===== src/rtl/mem_block_copier.sv =====
// mem_block_copier: bus initiator that copies a block of 32-bit words from a
// source base to a destination base in the shared word-addressed memory.
// Each word takes a READ cycle and then a WRITE cycle. Byte order within a
// word can optionally be reversed on the way through.
//
//   state   | meaning
//   --------+-----------------------------------------------------------
//   S_IDLE  | waiting for start; memory write disabled
//   S_READ  | address = src + idx; read lanes captured into hold regs
//   S_WRITE | address = dst + idx; hold lanes written (swapped if asked)
//   S_DONE  | one-cycle done pulse, then back to S_IDLE
module mem_block_copier #(
    parameter int ADDR_W = 32,
    parameter int DEPTH  = 128,
    parameter int LEN_W  = 8
) (
    input  logic                  i_clk,
    input  logic                  i_rst,
    input  logic                  i_start,
    input  logic [ADDR_W-1:0]     i_src_base,
    input  logic [ADDR_W-1:0]     i_dst_base,
    input  logic [LEN_W-1:0]      i_len,
    input  logic                  i_swap,
    output logic                  o_busy,
    output logic                  o_done,
    output logic [LEN_W-1:0]      o_words_done,
    output logic [ADDR_W-1:0]     o_mem_address,
    output logic [0:3][7:0]       o_mem_wr_data,
    output logic                  o_mem_wr,
    input  logic [0:3][7:0]       i_mem_rd_data
);

    localparam logic [LEN_W-1:0] DEPTH_L = LEN_W'(DEPTH);

    typedef enum logic [1:0] {
        S_IDLE,
        S_READ,
        S_WRITE,
        S_DONE
    } state_t;

    state_t                r_state;
    logic [ADDR_W-1:0]     r_src;
    logic [ADDR_W-1:0]     r_dst;
    logic [LEN_W-1:0]      r_len;
    logic [LEN_W-1:0]      r_idx;
    logic [LEN_W-1:0]      r_words_done;
    logic                  r_swap;
    logic [0:3][7:0]       r_hold;
    logic [ADDR_W-1:0]     r_addr;
    logic                  r_wr;
    logic                  r_busy;
    logic                  r_done;

    logic [LEN_W-1:0]      w_len_eff;
    logic [LEN_W-1:0]      w_idx_next;

    // Requested length clamped to the memory depth; next word index.
    always_comb begin
        w_len_eff  = (i_len > DEPTH_L) ? DEPTH_L : i_len;
        w_idx_next = r_idx + LEN_W'(1);
    end

    // Copy sequencer. Address and write enable are registered one edge ahead
    // so they are valid for the whole READ/WRITE cycle they belong to; the
    // memory reads combinationally, so a READ always sees earlier writes of
    // the same transfer (forward overlap copies are well defined).
    always_ff @(posedge i_clk or negedge i_rst) begin
        if (!i_rst) begin
            r_state      <= S_IDLE;
            r_src        <= '0;
            r_dst        <= '0;
            r_len        <= '0;
            r_idx        <= '0;
            r_words_done <= '0;
            r_swap       <= 1'b0;
            r_hold       <= '0;
            r_addr       <= '0;
            r_wr         <= 1'b0;
            r_busy       <= 1'b0;
            r_done       <= 1'b0;
        end else begin
            case (r_state)
                S_IDLE: begin
                    r_wr   <= 1'b0;
                    r_done <= 1'b0;
                    if (i_start) begin
                        r_src        <= i_src_base;
                        r_dst        <= i_dst_base;
                        r_swap       <= i_swap;
                        r_len        <= w_len_eff;
                        r_idx        <= '0;
                        r_words_done <= '0;
                        if (w_len_eff != '0) begin
                            r_state <= S_READ;
                            r_busy  <= 1'b1;
                            r_addr  <= i_src_base;
                        end else begin
                            r_state <= S_DONE;
                            r_done  <= 1'b1;
                        end
                    end
                end
                S_READ: begin
                    r_hold  <= i_mem_rd_data;
                    r_addr  <= r_dst + ADDR_W'(r_idx);
                    r_wr    <= 1'b1;
                    r_state <= S_WRITE;
                end
                S_WRITE: begin
                    r_idx        <= w_idx_next;
                    r_words_done <= r_words_done + LEN_W'(1);
                    r_wr         <= 1'b0;
                    if (w_idx_next == r_len) begin
                        r_state <= S_DONE;
                        r_busy  <= 1'b0;
                        r_done  <= 1'b1;
                    end else begin
                        r_state <= S_READ;
                        r_addr  <= r_src + ADDR_W'(w_idx_next);
                    end
                end
                S_DONE: begin
                    r_done  <= 1'b0;
                    r_state <= S_IDLE;
                end
                default: begin
                    r_state <= S_IDLE;
                end
            endcase
        end
    end

    // Write lanes come straight from the hold registers, lane-reversed when
    // the transfer asked for a byte swap.
    always_comb begin
        o_mem_wr_data = r_hold;
        if (r_swap) begin
            for (int i = 0; i < 4; i++) begin
                o_mem_wr_data[i] = r_hold[3-i];
            end
        end
    end

    assign o_busy        = r_busy;
    assign o_done        = r_done;
    assign o_words_done  = r_words_done;
    assign o_mem_address = r_addr;
    assign o_mem_wr      = r_wr;

endmodule


===== config.mk =====
export PLATFORM = sky130hd
export DESIGN_NAME = mem_block_copier
export DESIGN_NICKNAME = d
export VERILOG_FILES = /design/src/rtl/mem_block_copier.sv
export SDC_FILE = /design/constraint.sdc
export NUM_CORES = 1
export LEC_CHECK = 0
export BUFFER_PORTS_ARGS = -buffer_cell sky130_fd_sc_hd__buf_2
export CAP_MARGIN = 20
export CORE_MARGIN = 3
export CORE_UTILIZATION = 40
export DETAILED_ROUTE_END_ITERATION = 10
export PLACE_DENSITY = 0.72
export SLEW_MARGIN = 20
export SYNTH_ARGS = -nofsm -noshare
export SYNTH_HDL_FRONTEND = slang
export SYNTH_SLANG_ARGS = --single-unit

===== constraint.sdc =====
create_clock -name i_clk -period 3.41 [get_ports i_clk]
set_clock_uncertainty 0.15 [all_clocks]
set_input_delay 0.682 -clock i_clk [delete_from_list [all_inputs] [get_ports i_clk]]
set_output_delay 0.682 -clock i_clk [all_outputs]
set_load 0.05 [all_outputs]

; Yosys cells after proc, flatten, opt, wreduce, memory -nomap -nowiden
; Index checks and enable logic that the tools add are counted.
[word_totals]
reg_bits = 158
in_bits = 108
[op_classes]
n_addsub = 4
order_cmp = 1
eq_ne = 8
mux = 22
reduce_logical = 12
[ops]
columns = operator, n
row1 = $mux W32, 4
row2 = $pmux W32 S3, 1
row3 = $add A32 B8 Y32, 2
row4 = $pmux W8 S2, 2
row5 = $add A8 B1 Y8 const B, 2
row6 = $mux W8, 2
row7 = $eq A8 B8 Y1, 1
row8 = $gt A8 B8 Y1 const B, 1
row9 = $ne A2 B2 Y1 const B, 4
row10 = $pmux W2 S4, 1
row11 = $reduce_and A4 Y1, 2
row12 = $reduce_bool A8 Y1, 1
row13 = $mux W1, 6
row14 = $mux W2, 3
row15 = $reduce_and A2 Y1, 3
row16 = $reduce_bool A3 Y1, 2
row17 = $eq A2 B2 Y1 const B, 2
row18 = $pmux W1 S2, 2
row19 = $reduce_bool A2 Y1, 2
row20 = $pmux W1 S3, 1
row21 = $eq A2 B1 Y1 const B, 1
row22 = $logic_not A2 Y1, 1
row23 = $reduce_or A2 Y1, 1

; Longest topological paths before layout
; Gate-level depths: netlist (run 1).
[depth]
ltp_word = 6
depth_mapped = 13
ltp_nobuf = 12

; Worst setup path before layout (run 1)
; OpenSTA, ideal clock, no wires.
[synth_path]
path_type = reg-to-reg
startpoint = register r_idx[0]
endpoint = register r_addr[13], in the netlist o_mem_address[13]
arrival_time_ps = 3186
required_time_ps = 3135
setup_slack_ps = -51
path_stages_with_launch = 14
n_path_buf = 1
synth_period_minus_slack_ps = 3461
path_cell_list = dfrtp_1 -> ha_1 -> and3_1 -> xnor2_1 -> inv_1 -> ha_1 -> a21oi_1 -> o21ai_0 -> a41oi_1 -> clkbuf_1 -> nor2_1 -> xnor2_1 -> o221ai_1 -> mux2_2
[synth_between]
elab_chain_cells = 4
elab_cells_between_ends = 8
cone_classes = add/sub (3) / eq/ne (2) / mux (2) / reduce/logical (1)
[synth_lines]
columns = item, line
row1 = "start, declared", 46  ; logic [LEN_W-1:0] r_idx;
row2 = "start signal, assigned", 111  ; r_idx <= w_idx_next;
row3 = $add A8 B1 Y8, 61  ; w_idx_next = r_idx + LEN_W'(1);
row4 = $add A32 B8 Y32 / $eq A8 B8 Y1 (equally long branches), "120, 114"
row5 = $mux W32 / $ne A2 B2 Y1 (equally long branches), n/a
row6 = $pmux W32 S3 / $reduce_and A4 Y1 (equally long branches), n/a
row7 = "end signal, assigned", 97  ; r_addr <= i_src_base;
row8 = "end signal, assigned", 106  ; r_addr <= r_dst + ADDR_W'(r_idx);
row9 = "end signal, assigned", 120  ; r_addr <= r_src + ADDR_W'(w_idx_next);
row10 = "end, declared", 50  ; logic [ADDR_W-1:0] r_addr;
; Parallel ways exist; a longest one is shown, timed or not. The select of a mux whose other input is x is not followed.
; A chain may end at the register's enable or synchronous reset.

; Final worst setup path (run 1)
[layout_path]
startpoint = register r_idx[0]
endpoint = register r_addr[29], in the netlist o_mem_address[29]
; Same word-level chain as after synthesis.

==> run metrics, run 1 <==
r2r endpoint o_mem_address[29]; total track usage 0.201; Setup WS pre-CTS -12.4 ps; metal2 WL 11,900 um; core area 22,000 um2; Worst Path Buf+Inv 3; Fin Setup TNS 0 ps; Sw Share 0.465; io pins approximately 180; Worst path slowest cell dfrtp_1; LEAKAGE 4.96 nW; clock latency on the worst-skew pair 430 ps; worst min path class input pin to asynchronous set/reset pin; Design Power between 10 and 15 mW; Vias 7,320; # hold bufs at CTS 0; DRC Markers 0; XOR/XNOR Fraction of Synth Area 0.0573; clk slew on worst S/H paths 70 ps; mux share of post-synthesis cell area 0.191; total global routing overflow 0; Starting Density 0.410; maximum buffer depth of the clock tree 2; Post-synth EDFFs 0; CP required 3570 ps; element type at the critical path end flip-flop; clk sink count 158; Crit path max-delay family compound AO/OA/AOI/OAI gates; DR WL met3 1240 um; highest metal used met4; Pins Over Slew Limit 0; first-pass iteration count of the detailed router 5; Crit Path Max Fanout 13; Int Power 6.67 mW; first-pass GRT wire length 39,300 um; largest net degree at the start of global routing 74; Worst slew margin 0.560; Psw 5.80 mW; Cell Rows 54; status finished clean; Period Utilization, post-route 0.958; R2R Path Start r_idx[0]; Antenna Nets Post-Route 0; fin worst setup slack 142 ps; starting DRC count in detailed routing between 400 and 500; Slowest Stage Delay on Critical Path 380 ps; PwrDens between 1000 and 1500 nW/um2; mapped cell area 9020 um2; vias in the first global route roughly 7,400; max-cap viol count 0; Comb pwr share 0.550; post-route minimum period ~3300 ps; sequential power share 0.288; final instance area around 11,000 um2; die height 156 um; #FFs+latches synth about 160; Netlist cell types 61; Crit path depth 14; wire length on met1 10,700 um; Synth Net Count 969; r2r setup slk 140 ps; Synth Flop Type dfrtp_1; critical path data arrival time about 3400 ps; post-detail-place hpwl 17,700 um; Synth Instances approximately 830; Synth Area in Adders 0.0405; maximum VDD drop 0.000643 V; die area between 20,000 and 25,000 um2; final WL 24,300 um; H-tree depth 4; main combinational cell family by area after synthesis multiplexers; Core Util, Final 0.509; port bufs ~180; placed cell count 1,291; clk root buf clkbuf_16; Area Overhead vs Synth 24.3%; Layout Nets 1,167; R2R cell count 14; Slew @ Worst Pin ~660 ps; antenna violations before repair 1; CTS Buf Count 17; final hold vios 0; ys async rst share 1.00; Hold WS 95.0 ps; Ys Warns 0; register area share after synthesis 0.438; simple logic cell fraction of the synthesized area 0.128; Startpoint Class flip-flop; CP dominant cell by count ha_1; CTS tree done; Area after DPL 10,500 um2; Setup Crit Path Kind flip-flop to flip-flop; wire per inst 18.3 um; final setup fails 0; proportion of layout cells with a drive suffix above 1 0.413; syn avg cell area 10.8 um2; RSZ-0062 raised after global routing true; Clk pwr share 0.162; Die W about 160 um; highest achievable clock rate 0.306 GHz; vias per cell around 5.5; non-filler cells, final 1,325; post-synthesis compound-gate area fraction 0.116; global placement routability congestion between 0.8 and 0.9; crit-path cells ha_1 -> and3_4 -> xnor2_2 -> inv_1 -> ha_1 -> buf_4 -> a21oi_1 -> o21ai_1 -> a41oi_4 -> buf_12 -> nor3_1 -> xor2_1 -> a221oi_1 -> o2bb2ai_1
## logic make-up (layout without fill, tap and decap cells)
group | Yosys count | after routing
buffers and inverters | 64 | 275
adders and majority gates | 28 | 28
DFF | 158 | 158
other | 0 | 1
AOI/OAI and AO/OA | 154 | 154
xor gates and xnor gates | 59 | 59
muxes | 153 | 153
and+or+nand+nor | 217 | 217
## cells in the mapped netlist, types with 2 or more instances
cell         n  area share
nor2b_1      7      0.0049
xor2_1      17       0.017
o2111ai_1    3      0.0029
inv_1       21      0.0087
a211oi_1     2      0.0017
o2bb2ai_1    5      0.0049
and4_1       4      0.0039
nor3_1      19       0.011
o31a_1       5      0.0049
or3_1        7      0.0049
a22o_1       3      0.0029
ha_1        26       0.036
nor3b_1     10      0.0083
mux2_2     151        0.19
a21oi_1     29       0.016
and2_1       3      0.0021
nand2b_1    14      0.0097
nor2_1      42       0.017
o21a_1       3      0.0025
a32oi_1      3      0.0029
o22ai_1      2      0.0014
dfrtp_1    158        0.44
a31oi_1      2      0.0014
o221ai_1    14       0.014
and3_1       7      0.0049
o21ai_0     43       0.024
a21o_1       2      0.0017
nor4b_1      3      0.0029
a21boi_0     2      0.0017
or4_1        2      0.0017
clkbuf_1    29       0.012
o211ai_1    12       0.010
fa_1         2      0.0044
a221o_1      3      0.0033
nand4_1     11      0.0076
a221oi_1    10      0.0097
buf_2        3      0.0017
buf_1        9      0.0037
xnor2_1     42       0.041
nor4_1       8      0.0055
nand3_1     16      0.0089
a41oi_1      2      0.0019
nand2_1     56       0.023
a32o_1       4      0.0044
## how the worst max path moves through the flow
stage,slack [ps],from,to
final,140,r_idx[0],o_mem_address[29]
after global routing,-80,r_idx[0],o_mem_address[12]
after global placement,50,r_idx[0],o_mem_address[22]
after detailed placement,-10,r_idx[0],o_mem_address[27]
after CTS,30,r_idx[0],o_mem_address[12]
after floorplan,50,r_idx[0],o_mem_address[13]
## area by class of cell
| type | instances | area [um2] |
|---|---|---|
| inverters | 21 | 78.8 |
| repair buffers | 222 | 1270 |
| well taps | 280 | 350 |
| clock inverters | 11 | 155 |
| diodes | 1 | 2.50 |
| flip-flops and latches | 158 | 3950 |
| fillers | 2005 | 10800 |
| multi-input cells | 611 | 4930 |
| clock buffers | 21 | 470 |
## cell usage in the layout (no fill, tap or decap), types with 4 or more instances in the layout
cell / count
clkbuf_16: 17
mux2_2: 151
nor3b_1: 8
nor2b_1: 7
nand2b_1: 14
xnor2_1: 40
nand4_1: 11
buf_12: 4
o21ai_0: 38
o21ai_1: 5
dfrtp_1: 158
nand2_1: 55
a221oi_1: 9
xor2_1: 16
nand3_1: 16
nor3_1: 18
ha_1: 22
inv_1: 21
nor2_1: 41
o211ai_1: 12
clkinvlp_4: 4
a21oi_1: 28
and3_1: 6
nor4_1: 8
a32o_1: 4
and4_1: 4
o2bb2ai_1: 5
buf_4: 36
o31a_1: 5
o221ai_1: 14
buf_2: 181
or3_1: 7
## registers in the layout, indices dropped and copies added (netlist names), 2 cells and up
signal	count
r_dst	32
r_len	8
r_state	2
r_idx	8
o_mem_address	32
o_words_done	8
r_src	32
r_hold	32
## per-layer routing
layer / up-vias / GRT usage
met2: 214 / 0.326
met5: - / 0
met4: 0 / 0.0584
met1: 3621 / 0.274
met3: 31 / 0.0430
li1: 3454 / -
## what timing repair did
action	CTS	global route
resized for setup	2	21
pin swaps	1	2
setup endpoints to repair	3	20
buffers inserted	0	1
## worst register-to-register path: stages, from the launching register on
cell and delay (ps):
dfrtp_1 380, ha_1 210, and3_4 190, xnor2_2 150
inv_1 70, ha_1 290, buf_4 160, a21oi_1 170
o21ai_1 160, a41oi_4 340, buf_12 180, nor3_1 70
xor2_1 180, a221oi_1 330, o2bb2ai_1 120
## power by group through the flow
stage	Sequential (mW)	Combinational, mW	Clock (mW)
2_1_floorplan	4.06	4.62	0
3_3_place_gp	3.56	6.70	0
3_5_place_dp	3.60	6.83	0
4_1_cts	3.57	6.85	2.05
5_1_grt	3.72	7.39	2.14
6_report	3.60	6.86	2.02
Power figures use the tool's default switching activity.
==> inputs of run 2 (changes only) <==
==> constraint.sdc (replaced) <==
create_clock -name i_clk -period 2.7 [get_ports i_clk]
set_clock_uncertainty 0.15 [all_clocks]
set_input_delay 0.54 -clock i_clk [delete_from_list [all_inputs] [get_ports i_clk]]
set_output_delay 0.54 -clock i_clk [all_outputs]
set_load 0.05 [all_outputs]
==> run metrics, run 2 (same netlist as run 1, synthesis figures left out) <==
maximum VDD drop 0.00109 V (+70%); R2R Path Start r_idx[0]; placed cell count 1,346 (+4.3%); die height 156 um (unchanged); Design Power 16.9 mW (+35%); clock latency on the worst-skew pair 430 ps (about the same); port bufs 182 (unchanged); final WL 26,700 um (+10%); failing checks negative setup slack; Hold WS 187 ps (+91.8 ps); Cell Rows 54 (unchanged); Startpoint Class flip-flop; Crit Path Max Fanout 4 (-9); critical path data arrival time 3360 ps (-70 ps); Worst slew margin 0.625 (+0.0653); R2R cell count 14 (unchanged); Area after DPL 11,100 um2 (+5.6%); antenna violations before repair 3 (+2); r2r setup slk -490 ps (-630 ps); first-pass iteration count of the detailed router 5 (unchanged); global placement routability congestion 0.903 (+3.6%); Fin Setup TNS -9150 ps (-9150 ps); PwrDens 1370 nW/um2 (+23%); worst min path class input pin to flip-flop; vias per cell 5.56 (+0.59%); post-detail-place hpwl 18,600 um (+4.8%); final setup fails 32 (+32); commonest non-fill, non-tap cell in the layout buf_2; total track usage 0.215 (+0.0139); Layout Nets 1,241 (+6.3%); highest achievable clock rate 0.313 GHz (+2.4%); CP required 2870 ps (-700 ps); RSZ-0062 raised after global routing true; Slew @ Worst Pin 563 ps (-95.5 ps); element type at the critical path end flip-flop; max-cap viol count 0 (unchanged); total global routing overflow 0 (unchanged); DRC Markers 0 (unchanged); Area Overhead vs Synth 36.8%; CTS Buf Count 17 (unchanged); non-filler cells, final 1,398 (+5.5%); clk sink count 158 (unchanged); clk root buf clkbuf_16; H-tree depth 4 (unchanged); starting DRC count in detailed routing 420 (-3.9%); status finished with violations; largest net degree at the start of global routing 57 (-23%); wire per inst 19.1 um (+4.3%); vias in the first global route 7,979 (+7.8%); ANT cells 0 (-1); Setup Crit Path Kind flip-flop to flip-flop; first-pass GRT wire length 41,800 um (+6.5%); Vias 7,769 (+6.1%); final hold vios 0 (unchanged); Period Utilization, post-route 1.18 (+0.224); Pins Over Slew Limit 0 (unchanged); core area 22,000 um2 (unchanged); post-route minimum period 3190 ps (-75.9 ps); maximum buffer depth of the clock tree 2 (unchanged); r2r endpoint o_mem_address[11]; Critical Path End o_mem_address[11]; most frequent cells in the layout 181 x buf_2, 154 x dfrtp_1, 141 x mux2_2; Setup WS pre-CTS -474 ps (-462 ps); clk slew on worst S/H paths 70 ps (about the same); Starting Density 0.410 (unchanged); CTS tree done; io pins 183 (unchanged); crit path from r_idx[0]; fin worst setup slack -492 ps (-634 ps); Die W 156 um (unchanged); Antenna Nets Post-Route 0 (unchanged); proportion of layout cells with a drive suffix above 1 0.512 (+0.0988); final instance area 12,300 um2 (+10%); Core Util, Final 0.560 (+0.0515); LEAKAGE 5.52 nW (+11%); die area 24,400 um2 (unchanged)
run 2: cell type report:
type	count	area [um2]
inverters	21	78.8
flip-flops and latches	158	3960
repair buffers	296	1910
clock buffers	21	460
well taps	280	350
clock inverters	11	109
multi-input cells	611	5480
fillers	1838	9680
run 2: what timing repair did:
item	in CTS	in global routing
gates resized for setup	71	37
setup endpoints to repair	32	33
hold buffers	1	0
buffers inserted	12	7
pin swaps	56	24
hold endpoints to repair	53	0
gates cloned	0	0
run 2: worst max-delay path, cell delays in order, from the launching register on:
cell,delay (ps)
dfrtp_2,450
ha_4,170
and3_4,200
xnor2_4,180
inv_2,70
ha_4,280
o211ai_1,150
o21ai_4,230
a41oi_4,150
buf_4,190
buf_6,110
nor2_1,170
xnor2_1,160
o221ai_1,120
mux2_2,290
run 2: layer usage:
| metal | global-route usage | part of all wire | up-vias |
|---|---|---|---|
| met1 | 0.275 | 0.42 | 3822 |
| met5 | 0 | 0.0013 | - |
| met2 | 0.345 | 0.48 | 292 |
| met3 | 0.0735 | 0.086 | 44 |
| met4 | 0.0700 | 0.019 | 6 |
| li1 | - | - | 3605 |
run 2: worst min-delay path by stage:
stage	endpoint	slack, ps	cells after the start	from
4_1_cts	r_dst[28]	170	2	i_dst_base[28]
3_5_place_dp	o_mem_address[29]	330	1	o_mem_address[29]
3_3_place_gp	o_mem_address[31]	320	1	o_mem_address[31]
5_1_grt	r_dst[29]	170	2	i_dst_base[29]
2_1_floorplan	o_busy	90	0	i_rst
6_report	r_dst[30]	190	2	i_dst_base[30]
run 2: where the power goes:
group	internal (mW)	switching (mW)	total, mW
combinational	4.15	5.82	9.97
sequential	3.50	1.02	4.52
clock	1.33	1.05	2.38
